===== src/rtl/mux_onehot_buf_if.sv =====
// Handshake bundle for mux_onehot_buf: upstream operand channels plus the
// downstream buffered word and the sticky select-error flag.
interface mux_onehot_buf_if #(
    parameter int WIDTH    = 32,
    parameter int CHANNELS = 4
);
    // Valid/ready: a word moves across a side on every rising clk edge where
    // valid and ready are both high. The sender holds data stable while valid is
    // high and ready is low. in_ready depends on registered state only, and
    // out_valid never depends on out_ready.
    logic [CHANNELS*WIDTH-1:0] in_data;
    logic [CHANNELS-1:0]       sel;
    logic                      in_valid;
    logic                      in_ready;
    logic [WIDTH-1:0]          out_data;
    logic                      out_valid;
    logic                      out_ready;
    logic                      sel_err;
    logic                      err_clr;

    modport master (
        output in_data,
        output sel,
        output in_valid,
        output out_ready,
        output err_clr,
        input  in_ready,
        input  out_data,
        input  out_valid,
        input  sel_err
    );

    modport slave (
        input  in_data,
        input  sel,
        input  in_valid,
        input  out_ready,
        input  err_clr,
        output in_ready,
        output out_data,
        output out_valid,
        output sel_err
    );
endinterface


===== src/rtl/mux_onehot_buf.sv =====
// One-hot AND-OR operand mux with a 2-entry skid-buffered registered output.
// Define MUX_PRIORITY_EN to resolve multi-hot selects to the lowest set index.
module mux_onehot_buf #(
    parameter int WIDTH    = 32,
    parameter int CHANNELS = 4
) (
    input  logic              clk,
    input  logic              rst,
    mux_onehot_buf_if.slave   bus,
    output logic [1:0]        state_dbg
);
    typedef enum logic [1:0] {
        EMPTY = 2'd0,
        ONE   = 2'd1,
        TWO   = 2'd2
    } buf_state_t;

    localparam logic [CHANNELS-1:0] SEL_ONE = {{(CHANNELS-1){1'b0}}, 1'b1};

    buf_state_t       state;
    logic [WIDTH-1:0] head_q;
    logic [WIDTH-1:0] skid_q;
    logic             err_q;
    logic [WIDTH-1:0] word;
    logic             illegal;
    logic             push;
    logic             pop;

`ifdef MUX_PRIORITY_EN
    logic found;

    always_comb begin
        word  = '0;
        found = 1'b0;
        for (int k = 0; k < CHANNELS; k++) begin
            if (bus.sel[k] && !found) begin
                word  = bus.in_data[k*WIDTH +: WIDTH];
                found = 1'b1;
            end
        end
    end

    assign illegal = (bus.sel == '0);
`else
    always_comb begin
        word = '0;
        for (int k = 0; k < CHANNELS; k++) begin
            word = word | (bus.in_data[k*WIDTH +: WIDTH] & {WIDTH{bus.sel[k]}});
        end
    end

    // Clearing the lowest set bit leaves something behind only when multi-hot.
    assign illegal = (bus.sel == '0) || ((bus.sel & (bus.sel - SEL_ONE)) != '0);
`endif

    assign bus.in_ready  = (state != TWO);
    assign bus.out_valid = (state != EMPTY);
    assign bus.out_data  = head_q;
    assign bus.sel_err   = err_q;
    assign state_dbg     = state;

    assign push = bus.in_valid & bus.in_ready;
    assign pop  = bus.out_valid & bus.out_ready;

    always_ff @(posedge clk) begin
        if (rst) begin
            state  <= EMPTY;
            head_q <= '0;
            skid_q <= '0;
            err_q  <= 1'b0;
        end else begin
            case (state)
                EMPTY: begin
                    if (push) begin
                        head_q <= word;
                        state  <= ONE;
                    end
                end
                ONE: begin
                    if (push && !pop) begin
                        skid_q <= word;
                        state  <= TWO;
                    end else if (push && pop) begin
                        head_q <= word;
                    end else if (pop) begin
                        state <= EMPTY;
                    end
                end
                TWO: begin
                    // Full: the skid word becomes the head; no push is possible here.
                    if (pop) begin
                        head_q <= skid_q;
                        state  <= ONE;
                    end
                end
                default: state <= EMPTY;
            endcase

            if (push && illegal) begin
                err_q <= 1'b1;
            end else if (bus.err_clr) begin
                err_q <= 1'b0;
            end
        end
    end
endmodule


===== src/flat_wrapper.sv =====
// flat-port wrapper written by rule: the top's interface ports become plain ports
module mux_onehot_buf_flat 
#(
    parameter int WIDTH    = 32,
    parameter int CHANNELS = 4
)
  (clk, rst, state_dbg, bus_in_data, bus_sel, bus_in_valid, bus_out_ready, bus_err_clr, bus_in_ready, bus_out_data, bus_out_valid, bus_sel_err);
  mux_onehot_buf_if #(.WIDTH(WIDTH), .CHANNELS(CHANNELS)) bus_i ();
  input  logic clk;
  input  logic rst;
  output logic [1:0] state_dbg;
  input wire logic [$bits(bus_i.in_data)-1:0] bus_in_data;
  input wire logic [$bits(bus_i.sel)-1:0] bus_sel;
  input wire logic [$bits(bus_i.in_valid)-1:0] bus_in_valid;
  input wire logic [$bits(bus_i.out_ready)-1:0] bus_out_ready;
  input wire logic [$bits(bus_i.err_clr)-1:0] bus_err_clr;
  output wire logic [$bits(bus_i.in_ready)-1:0] bus_in_ready;
  output wire logic [$bits(bus_i.out_data)-1:0] bus_out_data;
  output wire logic [$bits(bus_i.out_valid)-1:0] bus_out_valid;
  output wire logic [$bits(bus_i.sel_err)-1:0] bus_sel_err;
  assign bus_i.in_data = bus_in_data;
  assign bus_i.sel = bus_sel;
  assign bus_i.in_valid = bus_in_valid;
  assign bus_i.out_ready = bus_out_ready;
  assign bus_i.err_clr = bus_err_clr;
  assign bus_in_ready = bus_i.in_ready;
  assign bus_out_data = bus_i.out_data;
  assign bus_out_valid = bus_i.out_valid;
  assign bus_sel_err = bus_i.sel_err;
  mux_onehot_buf #(.WIDTH(WIDTH), .CHANNELS(CHANNELS)) u_core (.clk(clk), .rst(rst), .bus(bus_i), .state_dbg(state_dbg));
endmodule

===== config.mk =====
export PLATFORM = sky130hd
export DESIGN_NAME = mux_onehot_buf_flat
export DESIGN_NICKNAME = d
export VERILOG_FILES = /design/src/rtl/mux_onehot_buf_if.sv /design/src/rtl/mux_onehot_buf.sv /design/src/flat_wrapper.sv
export SDC_FILE = /design/constraint.sdc
export NUM_CORES = 1
export LEC_CHECK = 0
export BUFFER_PORTS_ARGS = -buffer_cell sky130_fd_sc_hd__buf_2
export CORE_UTILIZATION = 41
export DETAILED_ROUTE_END_ITERATION = 8
export PLACE_DENSITY = 0.82
export SLEW_MARGIN = 10
export SYNTH_ARGS = -nofsm -noshare
export SYNTH_HDL_FRONTEND = slang
export SYNTH_SLANG_ARGS = --single-unit

===== constraint.sdc =====
create_clock -name clk -period 1.5 [get_ports clk]
set_input_delay 0.15 -clock clk [delete_from_list [all_inputs] [get_ports clk]]
set_output_delay 0.15 -clock clk [all_outputs]
set_load 0.02 [all_outputs]

==> results of run 1 <==
==> registers in the layout (all words and copies together), names as in the netlist <==
| name | flops |
|---|---|
| u_core.bus.sel_err | 1 |
| u_core.skid_q | 32 |
| u_core.state_dbg | 2 |
| u_core.bus.out_data | 32 |
==> through the flow <==
step                      setup TNS [ps]  cell area, sq um  setup WS [ps]
after floorplan                        0              3360           28.4
after global placement                 0              4310           43.5
after detailed placement           -51.6              4310          -51.6
after CTS                              0              4500           4.30
after global routing                   0              4540           11.5
final                                  0              4540           81.7
==> Yosys cell counts, types with 2 or more instances <==
cell type and number:
a21oi_1 3, a22oi_1 64, a311oi_1 32, a32o_1 32, buf_2 18, buf_6 6, clkbuf_1 18, dfxtp_1 67
nand2_1 2, nand3_1 32, nor2_1 33, nor2b_1 2, nor4b_1 2, o21a_1 33
==> per-layer routing <==
| metal | part of all wire (%) | routed length (microns) | GRT usage (%) |
|---|---|---|---|
| met1 | 42 | 4330 | 29.4 |
| met2 | 49 | 5030 | 41.6 |
| met3 | 7.4 | 764 | 4.76 |
| met4 | 1.7 | 178 | 8.98 |
| met5 | 0 | 0 | 0 |
==> area by class of cell <==
| cell class | count | area [sq um] |
|---|---|---|
| timing repair buffer | 190 | 1080 |
| multi-input combinational | 248 | 1770 |
| fill | 725 | 3270 |
| clock inverter | 7 | 68.8 |
| clock buffer | 9 | 124 |
| sequential | 67 | 1350 |
| inverter | 3 | 13.8 |
| tap | 102 | 128 |
==> where the power goes <==
group	switching [mW]	internal, mW	leakage (nW)
registers	0.0726	1.91	0.551
clock network	0.715	0.761	0.0950
logic	0.563	0.469	1.32
==> logic make-up (layout without fill, tap and decap cells) <==
logic type / count (synthesis) / in the layout
flops: 67 / 67
xor+xnor: 1 / 1
compound gates: 169 / 169
buf+inv: 46 / 209
simple gates: 78 / 78
==> path summary, 6_finish.rpt <==
kind	from	endpoint	slack [ps]	depth (start not counted)
max	u_core.state_dbg[1]	bus_in_ready	80	4
min	bus_out_ready	u_core.state_dbg[1]	70	2
max reg2reg	u_core.state_dbg[0]	u_core.skid_q[8]	120	4
min reg2reg	u_core.bus.out_data[8]	u_core.bus.out_data[8]	470	1
==> repair_timing <==
| action | CTS | global route |
|---|---|---|
| endpoints found under the setup margin | 1 | 1 |
| resized for setup | 1 | 2 |
| setup buffers | 0 | 1 |
| gates cloned | 0 | 1 |
==> worst max-delay path: cells and delay by family, from the launching register on <==
| family | cells | cell delay (ps) |
|---|---|---|
| buffers and inverters | 3 | 380 |
| flip-flops | 1 | 370 |
| AND/OR/NAND/NOR | 1 | 180 |
==> impl_metrics.py, run 1 <==
metrics = {
    "placement": {
        "io_buffer_count": 173,
        "hpwl_microns": 7120,
        "gp_congestion": 0.766,
        "dp.cells": 608,
    },
    "clock_tree": {
        "hold_buffers": 0,
        "numCtsBuffers": 9,
        "clk_latency_ps": 330,
        "clk_path_buf_depth": 2,
        "htreeDepth": 3,
        "cts_tree": "done",
        "cts.clk_slew.worst_paths_ps": 80,
        "clockRootBuffer": "clkbuf_8",
        "clock_sinks": 67,
    },
    "synthesis": {
        "ys_types": 31,
        "synth_seq_cells": 67,
        "synthFlopType": "dfxtp_1",
        "synth-xor-area-share_pct": 0.261,
        "synth_edf_count": 0,
        "synth_top_family_by_area": "compound AO/OA/AOI/OAI gates",
        "synth_top_area_share_pct": 40.0,
        "syn_inst": 361,
        "ys_top_cells_by_area": "dfxtp_1 40%, a22oi_1 14%, a32o_1 9.5%",
        "yosys.area_share.simple_pct": 11.4,
        "synthesis.nets": 498,
        "avgSynthCellArea_sq_um": 9.30,
        "synth_warnings": 0,
        "synthArstFlopShare_pct": 0,
        "yosysSeqAreaShare_pct": 40.0,
        "synth_compound_area_share_pct": 41.1,
        "synth_area_leader_cell": "dfxtp_1",
        "synth-adder-area-share_pct": 0,
        "syn-cell-area_sq_um": 3360,
        "muxShareOfSynthArea_pct": 0,
    },
    "final_layout": {
        "final_cells": 626,
        "drive_gt1_share_pct": 40.8,
        "final_net_count": 656,
        "utilization_pct": 58.1,
        "antenna_cells": 0,
        "final_cell_mix": "173 x buf_2, 65 x dfxtp_1, 64 x a22oi_1",
        "synthToLayoutAreaGrowth_pct": 35.2,
        "layout_commonest_cell": "buf_2",
    },
    "worst_setup_path": {
        "worstPathRequired_ps": 1350,
        "path_max_fanout": 17,
        "startpoint_type": "flop",
        "worstPathCellList": "nor2b_4 > inv_4 > buf_12 > buf_2",
        "arrival_ps": 1270,
        "end_kind": "output port",
        "critPathKind": "flop to output port",
        "cp_slowest_stage_delay_ps": 370,
        "slowest_stage": "dfxtp_4",
    },
    "pwr": {
        "p_leak_nw": 1.97,
        "power.total_mw": 4.49,
        "power_density_nw_per_um2": 990,
        "ir_drop_mv": 0.520,
    },
    "route": {
        "drc": 0,
        "wl_per_cell_microns": 16.5,
        "postRouteAntennaNets": 0,
        "firstDrtPassIters": 5,
        "drtIter0Drc": 223,
        "vias": 3690,
        "routed_via_density": 5.89,
        "totalWireLength_microns": 10300,
    },
    "timing": {
        "tightest_slew_ps": 706,
        "rsz0062_at_grt": "false",
        "max_freq_mhz": 705,
        "fin_hold_ws_ps": 71.5,
        "min_period_ps": 1420,
        "hold_viol_final": 0,
        "finalSetupViolCount": 0,
        "finClkSkew_ps": 9.36,
        "slew_violations": 0,
        "relSlewSlack_pct": 53.0,
        "final.period_utilization_pct": 94.6,
    },
    "job": {
        "maxCapViolCount": 0,
    },
    "floorplan": {
        "ioPinCount": 174,
        "row_count": 32,
        "die_h_microns": 92.5,
        "initial_core_util_pct": 43.0,
        "dieArea_sq_um": 8550,
        "core_area_sq_um": 7810,
        "die_w_microns": 92.5,
    },
    "global_routing": {
        "grt_pass1_wl_microns": 16400,
        "grt_pass1_vias": 3531,
        "grt_max_degree": 36,
        "overflow": 0,
        "antenna_found_initial": 0,
        "grt_usage_pct": 24.1,
    },
    "run_status": {
        "status": "completed",
    },
    "worst_hold_path": {
        "hold_path_class": "input port to flop",
    },
}
Power figures use the tool's default switching activity.
==> run 2: changes to the inputs <==
Settings changed: CORE_ASPECT_RATIO set to 0.5.
==> run 2 against run 1 <==
Cell area up 2.4%. Non-clock buffer count shrank 2. Routed wire length down 0.38%. Largest cell class unchanged. Critical path type unchanged. Global-route usage decreased by 0.17 points. Power increased by 13%. Final cell count is 0.64% higher. Combinational power about the same. Flip-flop and latch count did not move. Sequential share of layout area shrank 0.70 points. Worst hold slack better by 13 ps. Count of clock-buffer cells in the layout increased by 2. Setup slack got worse by 18 ps.
==> impl_metrics.py, run 2 (synthesis gave the netlist of run 1 again) <==
metrics = {
    "worst_setup_path": {
        "reg2reg_slack_ps": 130,
        "r2r_cells": 4,
        "path_max_fanout": 12,
        "rr_endpoint": "u_core.bus.out_data[6]",
        "crit_end": "bus_in_ready",
        "slowest_stage": "dfxtp_4",
        "cp_slowest_stage_delay_ps": 380,
        "worstPathRequired_ps": 1350,
        "startpoint_type": "flop",
        "arrival_ps": 1290,
        "worstPathCellList": "nor2b_4 > inv_4 > buf_12 > buf_2",
        "timing.rr.start": "u_core.state_dbg[1]",
        "worstSetupStartpoint": "u_core.state_dbg[1]",
        "critPathKind": "flop to output port",
        "end_kind": "output port",
    },
    "final_layout": {
        "final_area_sq_um": 4650,
        "layout_commonest_cell": "buf_2",
        "final_cell_mix": "173 x buf_2, 65 x dfxtp_1, 64 x a22oi_1",
        "nFillCells": 661,
        "final_net_count": 654,
        "drive_gt1_share_pct": 40.4,
        "synthToLayoutAreaGrowth_pct": 38.5,
        "utilization_pct": 61.0,
        "antenna_cells": 0,
    },
    "floorplan": {
        "dieArea_sq_um": 8570,
        "ioPinCount": 174,
        "initial_core_util_pct": 44.0,
        "die_w_microns": 130,
        "row_count": 22,
        "core_area_sq_um": 7620,
        "die_h_microns": 66.0,
    },
    "pwr": {
        "comb_power_share_pct": 20.3,
        "ir_drop_mv": 0.621,
        "p_leak_nw": 2.01,
        "power.internal_mw": 3.70,
        "pwr-share-seq_pct": 39.0,
        "power_frac_clock_pct": 40.7,
        "p_sw_mw": 1.38,
        "sw_frac_of_total_pct": 27.2,
        "power_density_nw_per_um2": 1090,
        "power.total_mw": 5.09,
    },
    "route": {
        "firstDrtPassIters": 5,
        "routed_via_density": 5.84,
        "drc": 0,
        "vias": 3678,
        "drtIter0Drc": 250,
        "wl_per_cell_microns": 16.3,
        "postRouteAntennaNets": 0,
        "totalWireLength_microns": 10300,
    },
    "global_routing": {
        "antenna_found_initial": 0,
        "grt_pass1_wl_microns": 15900,
        "grt_pass1_vias": 3371,
        "grt_usage_pct": 23.9,
        "grt_max_degree": 36,
        "overflow": 0,
    },
    "placement": {
        "io_buffer_count": 173,
        "hpwl_microns": 7040,
        "placed_area_sq_um": 4320,
        "gp_congestion": 0.754,
    },
    "timing": {
        "min_period_ps": 1440,
        "finClkSkew_ps": 4.37,
        "finalSetupTns_ps": 0,
        "rsz0062_at_grt": "false",
        "fin_hold_ws_ps": 84.3,
        "relSlewSlack_pct": 51.6,
        "tightest_slew_ps": 725,
        "finalSetupViolCount": 0,
        "final.period_utilization_pct": 95.8,
        "hold_viol_final": 0,
        "max_freq_mhz": 696,
        "slew_violations": 0,
    },
    "clock_tree": {
        "clk_latency_ps": 320,
        "numCtsBuffers": 9,
        "htreeDepth": 3,
        "clockRootBuffer": "clkbuf_16",
        "cts.clk_slew.worst_paths_ps": 50,
        "clk_path_buf_depth": 2,
        "clock_sinks": 67,
        "cts_tree": "done",
    },
    "job": {
        "maxCapViolCount": 0,
    },
    "run_status": {
        "status": "completed",
    },
    "worst_hold_path": {
        "hold_path_class": "input port to flop",
    },
}
## run 2: final cells by class
cell class	instances	area, sq um	share of cell area [%]
multi-input cells	248	1770	38.2
flip-flops and latches	67	1350	29.0
repair buffers	188	1080	23.3
clock buffers	11	243	5.22
well taps	108	135	2.91
clock inverters	5	52.6	1.13
inverters	3	13.8	0.296
## run 2: worst min path at each step
| stage | from | endpoint | slack [ps] | cells past startpoint |
|---|---|---|---|---|
| after floorplan | bus_out_ready | u_core.state_dbg[1] | 220 | 1 |
| after global placement | bus_out_ready | u_core.state_dbg[1] | 410 | 2 |
| after detailed placement | bus_out_ready | u_core.state_dbg[1] | 410 | 2 |
| after CTS | bus_out_ready | u_core.state_dbg[1] | 70 | 2 |
| after global routing | bus_out_ready | u_core.state_dbg[1] | 80 | 2 |
| final | bus_out_ready | u_core.state_dbg[1] | 80 | 2 |
## run 2: worst max-delay path: cells and delay by family (launching register included)
kind	cells	cell delay, ps
buffers and inverters	3	390
DFF	1	380
and+or+nand+nor	1	190
## run 2: per-stage QoR
step | setup slack [ps] | instances
finish | 63.6 | 630
global route | 6.74 | 630
CTS | 22.6 | 629
detailed placement | 45.9 | 613
global placement | 102 | 613
floorplan | 28.4 | 361
## run 2: per-layer routing
layer	up-vias	global-route usage, %	part of all wire, %
met1	1761	28.1	44
met3	15	5.74	5.8
met5	-	0	0
met2	134	43.5	49
li1	1768	-	-
met4	0	6.83	1.3
## run 2: power by group through the flow
stage	combinational [mW]	sequential, mW	clock, mW
after floorplan	0.498	2.13	0
after global placement	1.01	2.02	0
after detailed placement	1.03	2.02	0
after CTS	1.03	1.98	2.10
after global routing	1.13	2.00	2.19
final	1.03	1.98	2.07
## run 2: what timing repair did
item	in CTS	in global routing
setup buffers	0	0
hold buffers	0	0
endpoints found under the setup margin	1	1
resized for setup	1	2
gates cloned	0	1
==> run 3: changes to the inputs <==
==> constraint.sdc (replaced) <==
create_clock -name clk -period 1.5 [get_ports clk]
set_input_delay 0.3 -clock clk [delete_from_list [all_inputs] [get_ports clk]]
set_output_delay 0.3 -clock clk [all_outputs]
set_load 0.02 [all_outputs]
==> run 3 against run 2 <==
Sequential share of layout area is 1.0 points lower. Critical path depth stayed put. Via count is 2.3% higher. Fmax is 2.2% lower. Power is 2.9% higher. Core utilization is 2.3 points higher. Highest routed layer unchanged. Clock power is 4% higher. Die area stayed put. Critical path type unchanged. Setup slack worse by 32 ps.
==> impl_metrics.py, run 3 (synthesis gave the netlist of run 1 again) <==
metrics = {
    "worst_setup_path": {
        "end_kind": "output port",
        "crit_family": "buffers and inverters",
        "r2r_cells": 5,
        "path_max_fanout": 5,
        "cp_slowest_stage_delay_ps": 350,
        "critPathKind": "flop to output port",
        "timing.rr.start": "u_core.state_dbg[0]",
        "slowest_stage": "dfxtp_4",
        "startpoint_type": "flop",
        "cp_num_buf_inv": 3,
        "worstSetupStartpoint": "u_core.state_dbg[0]",
        "worstPathRequired_ps": 1200,
        "worstPathCellList": "buf_4 > nor2b_4 > inv_4 > buf_6",
        "critical_path_cell_count": 4,
        "arrival_ps": 1170,
    },
    "floorplan": {
        "die_w_microns": 130,
        "core_area_sq_um": 7620,
        "initial_core_util_pct": 44.0,
        "dieArea_sq_um": 8570,
        "die_h_microns": 66.0,
        "row_count": 22,
        "ioPinCount": 174,
    },
    "placement": {
        "hpwl_microns": 7430,
        "io_buffer_count": 173,
        "dp_slack_ps": 36.6,
        "gp_congestion": 0.805,
    },
    "clock_tree": {
        "numCtsBuffers": 9,
        "clk_latency_ps": 310,
        "clk_path_buf_depth": 2,
        "cts.clk_slew.worst_paths_ps": 50,
        "clock_sinks": 67,
        "cts_tree": "done",
        "hold_buffers": 0,
        "clockRootBuffer": "clkbuf_16",
        "htreeDepth": 3,
    },
    "timing": {
        "max_freq_mhz": 681,
        "hold_viol_final": 0,
        "tightest_slew_ps": 344,
        "finalSetupViolCount": 0,
        "setup_ws_ps": 31.9,
        "slew_violations": 0,
        "finalSetupTns_ps": 0,
        "relSlewSlack_pct": 77.1,
        "final.period_utilization_pct": 97.9,
        "min_period_ps": 1470,
        "rsz0062_at_grt": "true",
        "fin_hold_ws_ps": 245,
        "finClkSkew_ps": 2.49,
    },
    "pwr": {
        "ir_drop_mv": 0.827,
        "power_density_nw_per_um2": 1090,
        "power.total_mw": 5.24,
        "p_leak_nw": 2.10,
    },
    "route": {
        "routed_via_density": 5.86,
        "postRouteAntennaNets": 0,
        "firstDrtPassIters": 5,
        "vias": 3763,
        "wl_per_cell_microns": 16.5,
        "totalWireLength_microns": 10600,
        "drc": 0,
        "drtIter0Drc": 307,
    },
    "global_routing": {
        "grt_pass1_wl_microns": 16000,
        "grt_max_degree": 39,
        "grt_usage_pct": 23.9,
        "antenna_found_initial": 0,
        "grt_pass1_vias": 3362,
        "overflow": 0,
    },
    "worst_hold_path": {
        "hold_path_class": "input port to flop",
        "hold_depth": 2,
        "min_from": "bus_out_ready",
    },
    "final_layout": {
        "final_net_count": 667,
        "final_cell_mix": "171 x buf_2, 65 x dfxtp_1, 64 x a22oi_1",
        "antenna_cells": 0,
        "drive_gt1_share_pct": 42.1,
        "synthToLayoutAreaGrowth_pct": 43.7,
        "nFillCells": 636,
        "utilization_pct": 63.2,
        "layout_commonest_cell": "buf_2",
    },
    "run_status": {
        "status": "completed",
    },
    "job": {
        "maxCapViolCount": 0,
    },
}
run 3: cell types whose count changed in the layout (fill, tap and decap cells not counted), sizes merged:
cell      before  now
buf          187  200
clkbuf        12   15
clkinv         4    1
clkinvlp       1    0
run 3: worst paths after layout:
| path | endpoint | slack, ps |
|---|---|---|
| max | bus_in_ready | 30 |
| max reg2reg | u_core.bus.out_data[31] | 60 |
| min | u_core.state_dbg[1] | 250 |
| min reg2reg | u_core.bus.out_data[3] | 460 |
run 3: layout make-up:
type | count | area, sq um | area share, %
Sequential cell | 67 | 1350 | 27.9
Inverter | 3 | 13.8 | 0.285
Tap cell | 108 | 135 | 2.80
Multi-Input combinational cell | 248 | 1790 | 37.2
Timing Repair Buffer | 201 | 1220 | 25.3
Clock buffer | 14 | 284 | 5.89
Clock inverter | 1 | 30.0 | 0.623
run 3: power by group:
part | total (mW) | internal, mW | switching [mW]
Sequential | 1.98 | 1.92 | 0.0669
Combinational | 1.10 | 0.511 | 0.587
Clock | 2.16 | 1.46 | 0.697
Total | 5.24 | 3.89 | 1.35
run 3: through the flow:
| stage | cell area [sq um] | cells |
|---|---|---|
| floorplan | 3360 | 361 |
| global placement | 4430 | 624 |
| detailed placement | 4430 | 624 |
| global route | 4820 | 642 |
| CTS | 4780 | 641 |
| finish | 4820 | 642 |
run 3: layer usage:
metal	global-route usage (%)	wire, microns	up-vias
li1	-	-	1801
met1	29.3	4710	1796
met2	41.8	5160	156
met3	4.94	650	10
met4	8.58	89	0
met5	0	0	-
run 3: repair_timing:
action | CTS | global route
endpoints found under the setup margin | 1 | 2
gates cloned | 0 | 1
buffers inserted | 2 | 0
gates resized for setup | 7 | 4
